### src/rtl/fifo_sync_pkg.sv
// Shared types and helpers for the asynchronous FIFO pointer synchronisers.
package fifo_sync_pkg;

  localparam int unsigned MIN_SYNC_STAGES = 2;
  localparam int unsigned MAX_SYNC_STAGES = 4;

  // Default pointer width. Helpers work on FUNC_W-bit zero-extended values.
  localparam int unsigned PTR_ADDR_WIDTH = 8;
  localparam int unsigned FUNC_W         = 32;

  typedef logic [PTR_ADDR_WIDTH:0] ptr_t;

  // Zero-extended Gray input gives the correct binary in the low bits.
  function automatic logic [FUNC_W-1:0] gray2bin(input logic [FUNC_W-1:0] g);
    logic [FUNC_W-1:0] b;
    b[FUNC_W-1] = g[FUNC_W-1];
    for (int i = int'(FUNC_W) - 2; i >= 0; i--) begin
      b[i] = b[i+1] ^ g[i];
    end
    return b;
  endfunction

  function automatic int unsigned popcount(input logic [FUNC_W-1:0] v);
    int unsigned c;
    c = 0;
    for (int i = 0; i < int'(FUNC_W); i++) begin
      c = c + {31'b0, v[i]};
    end
    return c;
  endfunction

endpackage

### src/rtl/sync_chain.sv
// Plain multi-flop synchroniser chain; no logic between stages.
module sync_chain #(
  parameter int unsigned WIDTH  = 9,
  parameter int unsigned STAGES = 2
) (
  input  logic             clk,
  input  logic             rst_n,
  input  logic [WIDTH-1:0] din,
  output logic [WIDTH-1:0] dout
);

  logic [WIDTH-1:0] stage_q [STAGES];

  always_ff @(posedge clk) begin
    if (!rst_n) begin
      for (int i = 0; i < int'(STAGES); i++) begin
        stage_q[i] <= '0;
      end
    end else begin
      stage_q[0] <= din;
      for (int i = 1; i < int'(STAGES); i++) begin
        stage_q[i] <= stage_q[i-1];
      end
    end
  end

  assign dout = stage_q[STAGES-1];

endmodule

### src/rtl/wr_ptr_sync_full.sv
// Read-pointer synchroniser into the write domain with fill level, full/almost-full
// flags, post-reset validity and sticky pointer-integrity errors.
module wr_ptr_sync_full
  import fifo_sync_pkg::*;
#(
  parameter int unsigned ADDR_WIDTH  = 8,
  parameter int unsigned SYNC_STAGES = 2,
  parameter int unsigned AF_THRESH   = 2**ADDR_WIDTH - 4
) (
  input  logic                  wr_clk,
  input  logic                  wr_rstn,
  input  logic [ADDR_WIDTH:0]   rd_ptr_gray,
  input  logic [ADDR_WIDTH:0]   wr_ptr_bin,
  output logic [ADDR_WIDTH:0]   rd_ptr_sync_gray,
  output logic [ADDR_WIDTH:0]   rd_ptr_sync_bin,
  output logic [ADDR_WIDTH:0]   fill_level,
  output logic                  full,
  output logic                  almost_full,
  output logic                  sync_valid,
  output logic                  gray_err,
  output logic                  level_err
);

  localparam int unsigned PTR_W     = ADDR_WIDTH + 1;
  localparam int unsigned DEPTH     = 2**ADDR_WIDTH;
  localparam int unsigned VALID_CNT = SYNC_STAGES + 1;
  localparam int unsigned CNT_W     = $clog2(VALID_CNT + 1);

  generate
    if (SYNC_STAGES < MIN_SYNC_STAGES || SYNC_STAGES > MAX_SYNC_STAGES) begin : g_bad_stages
      $error("wr_ptr_sync_full: SYNC_STAGES must be within 2..4");
    end
    if (AF_THRESH < 1 || AF_THRESH > DEPTH) begin : g_bad_thresh
      $error("wr_ptr_sync_full: AF_THRESH must be within 1..2**ADDR_WIDTH");
    end
    if (PTR_W > FUNC_W) begin : g_bad_width
      $error("wr_ptr_sync_full: ADDR_WIDTH too large for pointer helpers");
    end
  endgenerate

  logic [PTR_W-1:0] prev_gray;
  logic [CNT_W-1:0] valid_cnt;
  logic             gray_jump;
  logic             level_over;

  sync_chain #(
    .WIDTH  (PTR_W),
    .STAGES (SYNC_STAGES)
  ) u_sync_chain (
    .clk   (wr_clk),
    .rst_n (wr_rstn),
    .din   (rd_ptr_gray),
    .dout  (rd_ptr_sync_gray)
  );

  // Flags stay combinational on wr_ptr_bin so full tracks writes in the same cycle.
  assign sync_valid  = (valid_cnt == CNT_W'(VALID_CNT));
  assign fill_level  = wr_ptr_bin - rd_ptr_sync_bin;
  assign full        = (fill_level == PTR_W'(DEPTH)) || !sync_valid;
  assign almost_full = (32'(fill_level) >= AF_THRESH) || !sync_valid;
  assign level_over  = (32'(fill_level) > DEPTH);
  assign gray_jump   = (popcount(FUNC_W'(rd_ptr_sync_gray ^ prev_gray)) > 1);

  always_ff @(posedge wr_clk) begin
    if (!wr_rstn) begin
      rd_ptr_sync_bin <= '0;
      prev_gray       <= '0;
      valid_cnt       <= '0;
      gray_err        <= 1'b0;
      level_err       <= 1'b0;
    end else begin
      rd_ptr_sync_bin <= PTR_W'(gray2bin(FUNC_W'(rd_ptr_sync_gray)));
      prev_gray       <= rd_ptr_sync_gray;
      if (!sync_valid) begin
        valid_cnt <= valid_cnt + CNT_W'(1);
      end
      if (sync_valid && gray_jump) begin
        gray_err <= 1'b1;
      end
      if (sync_valid && level_over) begin
        level_err <= 1'b1;
      end
    end
  end

endmodule

### config.mk
export PLATFORM = sky130hd
export DESIGN_NAME = wr_ptr_sync_full
export DESIGN_NICKNAME = d
export VERILOG_FILES = /design/src/rtl/fifo_sync_pkg.sv /design/src/rtl/sync_chain.sv /design/src/rtl/wr_ptr_sync_full.sv
export SDC_FILE = /design/constraint.sdc
export NUM_CORES = 1
export LEC_CHECK = 0
export CAP_MARGIN = 20
export CORE_UTILIZATION = 48
export DETAILED_ROUTE_END_ITERATION = 16
export PLACE_DENSITY = 0.86
export SYNTH_ARGS = -nofsm -noshare
export SYNTH_HDL_FRONTEND = slang
export SYNTH_SLANG_ARGS = --single-unit
### constraint.sdc
create_clock -name wr_clk -period 4.31 [get_ports wr_clk]
set_clock_uncertainty 0.15 [all_clocks]
set_input_delay 0.6465 -clock wr_clk [delete_from_list [all_inputs] [get_ports wr_clk]]
set_output_delay 0.6465 -clock wr_clk [all_outputs]
set_load 0.02 [all_outputs]
==> metrics.txt <==
Worst path most repeated cell=inv_1; Lkg Pwr=0.001134 uW; clock slew at reported path FFs=0.07 ns; synth warn=0; most frequent cells after synthesis=dfxtp_1, and2_1, inv_1; IO buf count=51; Crit Path Class=input port to primary output; Slew HR=48.82%; Die Y=65.75 um; largest net degree at the start of global routing=34; Int Power=763.9 uW; Initial Utilization=51.73%; number of synthesized flops with an enable pin=0; Bufs and invs on worst path=5; Final ANT Viol Nets=0; Worst Setup Start Kind=input port; GRT Residual Overflow=0; Die Wd=65.75 um; RSZ-0062 raised after global routing=no; GRT Resource Usage Total=17.99%; Num CTS Buffers=5; initial antenna violation count=0; total power=1096 uW; top cell type by total area after synthesis=dfxtp_1; Routed WL=3336 um; Die ar.=4322 um2; share of layout cells above drive strength 1=7.724%; DRC Markers=0; row count=22; dominant synthesized flop cell=dfxtp_1; Core Footprint=3771 um2; Psw=332.5 uW; top-area cell type share of the netlist area=40.03%; Gate power share=34.8%; Clock Path Buffers=2; drt pass-1 iters=4; post-synthesis async set-or-reset flop share=0%; Sw Ratio=30.32%; Worst path max stage delay=0.40 ns; hpwl dp=2705 um; MaxCap Viol Count=0; shortest period the worst path allows=4.083 ns; DRT iter0 DRCs=43; Final Hold Vio Count=0; Worst-Margin Slew=0.7653 ns; Req. time, crit path=3.51 ns; Clock Root Buffer=clkbuf_8; Synth Cell Area=1951 um2; CP max stage cell=clkdlybuf4s50_1; Final Max Tran Viols=0; Worst Hold Margin=0.2861 ns; synthesized flop and latch total=39; # diodes=0; post-layout util=68.68%; post-synthesis cell type count=34; hold buffer count at CTS=0; Setup Viol. Count Final=0; CTS tree=done; Worst Setup End Kind=primary output; worst hold path class=flop to flop; area grow syn2layout=32.78%; Mapped Avg Cell Area=10.00 um2; number of setup buffers added after CTS=0; peak supply drop=0.0002181 V; clock share of power=28.6%; H-tree depth=2; power density cells=423.3 nW/um2; CP delay by family, top=buffers and inverters; I/O Pins=52; Vias=1,399; Max Clock Freq=0.2449 GHz; sequential-to-total area share from yosys stat=40.03%; synth top area cells=dfxtp_1, and2_1, ha_1; # clock sinks=39; global-route wire length before repair=5775 um; clock latency at the later pin of the worst-skew pair=0.29 ns; vias in the first global route=1,420; Placer Congestion=0.8068; syn_nets=232; fin nets=282; register share of total power=36.6%; fin crit share=94.74%; status=complete, no violations; CP Cell Sequence=clkdlybuf4s50_1 -> inv_1 -> ha_1 -> inv_1 -> fa_1 -> a21o_1 -> a221oi_2 -> buf_4 -> xnor2_1 -> nand4_1 -> o311ai_0 -> dlygate4sd2_1; crit path DAT=3.29 ns; most common cell in the netlist=dfxtp_1; vias per cell=4.759; Post-Syn Instances=195; Fillers=304; crit-path max FO=2; wire length per cell=11.35 um
==> layout by cell type (no fill, tap or decap), types with 5 or more instances in the layout <==
master	Yosys	final
clkdlybuf4s50_1	0	48
dfxtp_1	39	39
ha_1	11	11
clkbuf_8	0	6
xnor2_1	10	10
fa_1	6	6
inv_1	22	22
a21oi_1	6	6
and2_1	31	31
xor2_1	11	11
nand2_1	7	7
nor2_1	11	11
buf_4	10	5
==> cells by family (layout without fill, tap and decap cells) <==
group           Yosys count  after routing  synth area share (%)
xor+xnor                 25             25                 13.47
mux                       2              2                 1.090
buf+inv                  35             86                 8.659
simple gates             57             57                 16.10
flops                    39             39                 40.03
compound gates           20             20                 7.441
fa+ha+maj                17             17                 13.21
==> timing repair <==
action,4_1_cts,5_1_grt
pin swaps,0,0
setup endpoints to repair,2,2
gates resized for setup,2,4
==> power groups by stage <==
stage,registers (uW),logic [uW],clock network (uW)
floorplan,421,220,0
global placement,410,375,0
detailed placement,411,384,0
CTS,402,385,321
global route,405,421,338
finish,402,381,313
==> worst paths after layout <==
check | from | endpoint | slack [ns] | cells after the start
worst min register to register | u_sync_chain.stage_q[0][6] | u_sync_chain.stage_q[0][15] | 0.29 | 1
worst max register to register | u_sync_chain.stage_q[0][10] | gray_err | 0.54 | 14
worst max-delay path | wr_ptr_bin[0] | almost_full | 0.23 | 12
worst min-delay path | u_sync_chain.stage_q[0][6] | u_sync_chain.stage_q[0][15] | 0.29 | 1
==> metrics by stage <==
step                      TNS [ns]  std cells  worst slack [ns]  instance area, um2
after floorplan                  0        195            0.4780                1951
after global placement    -0.02154        286          -0.02154                2472
after detailed placement   -0.1169        286          -0.07379                2472
after CTS                        0        294            0.1592                2591
after global routing             0        294           0.02503                2590
final                            0        294            0.2265                2590
==> cell type report <==
type	instances	area [um2]	share of cell area (%)
clock buffer	6	82.58	3.188
clock inverter	2	38.79	1.498
inverter	22	82.58	3.188
multi-input combinational	121	1001	38.65
sequential	39	780.7	30.14
tap	48	60.06	2.319
timing repair buffer	56	544.3	21.01
==> worst reg2reg max path, cell delays in order (launching register included) <==
cell	delay, ns
dfxtp_1	0.36
xor2_1	0.20
fa_1	0.55
inv_1	0.06
fa_1	0.51
fa_1	0.48
inv_1	0.09
fa_1	0.20
inv_1	0.06
fa_1	0.38
a211oi_1	0.19
mux2_2	0.19
nand2_1	0.05
a21oi_1	0.13
nor2_1	0.05
==> state kept, by name (all words and copies together), names as in the netlist <==
name and count:
gray_err 1, level_err 1, prev_gray 8, rd_ptr_sync_bin 9, u_sync_chain.stage_q 18, valid_cnt 2
==> per-layer routing <==
layer  wire length (um)  GRT usage, %  share of wire, %
met1               1399         19.61                42
met2               1648         31.76                49
met3                220         5.382               6.6
met4                 67         7.880               2.0
met5                  0             0                 0
Note: power is estimated with default switching activity, not from simulation.
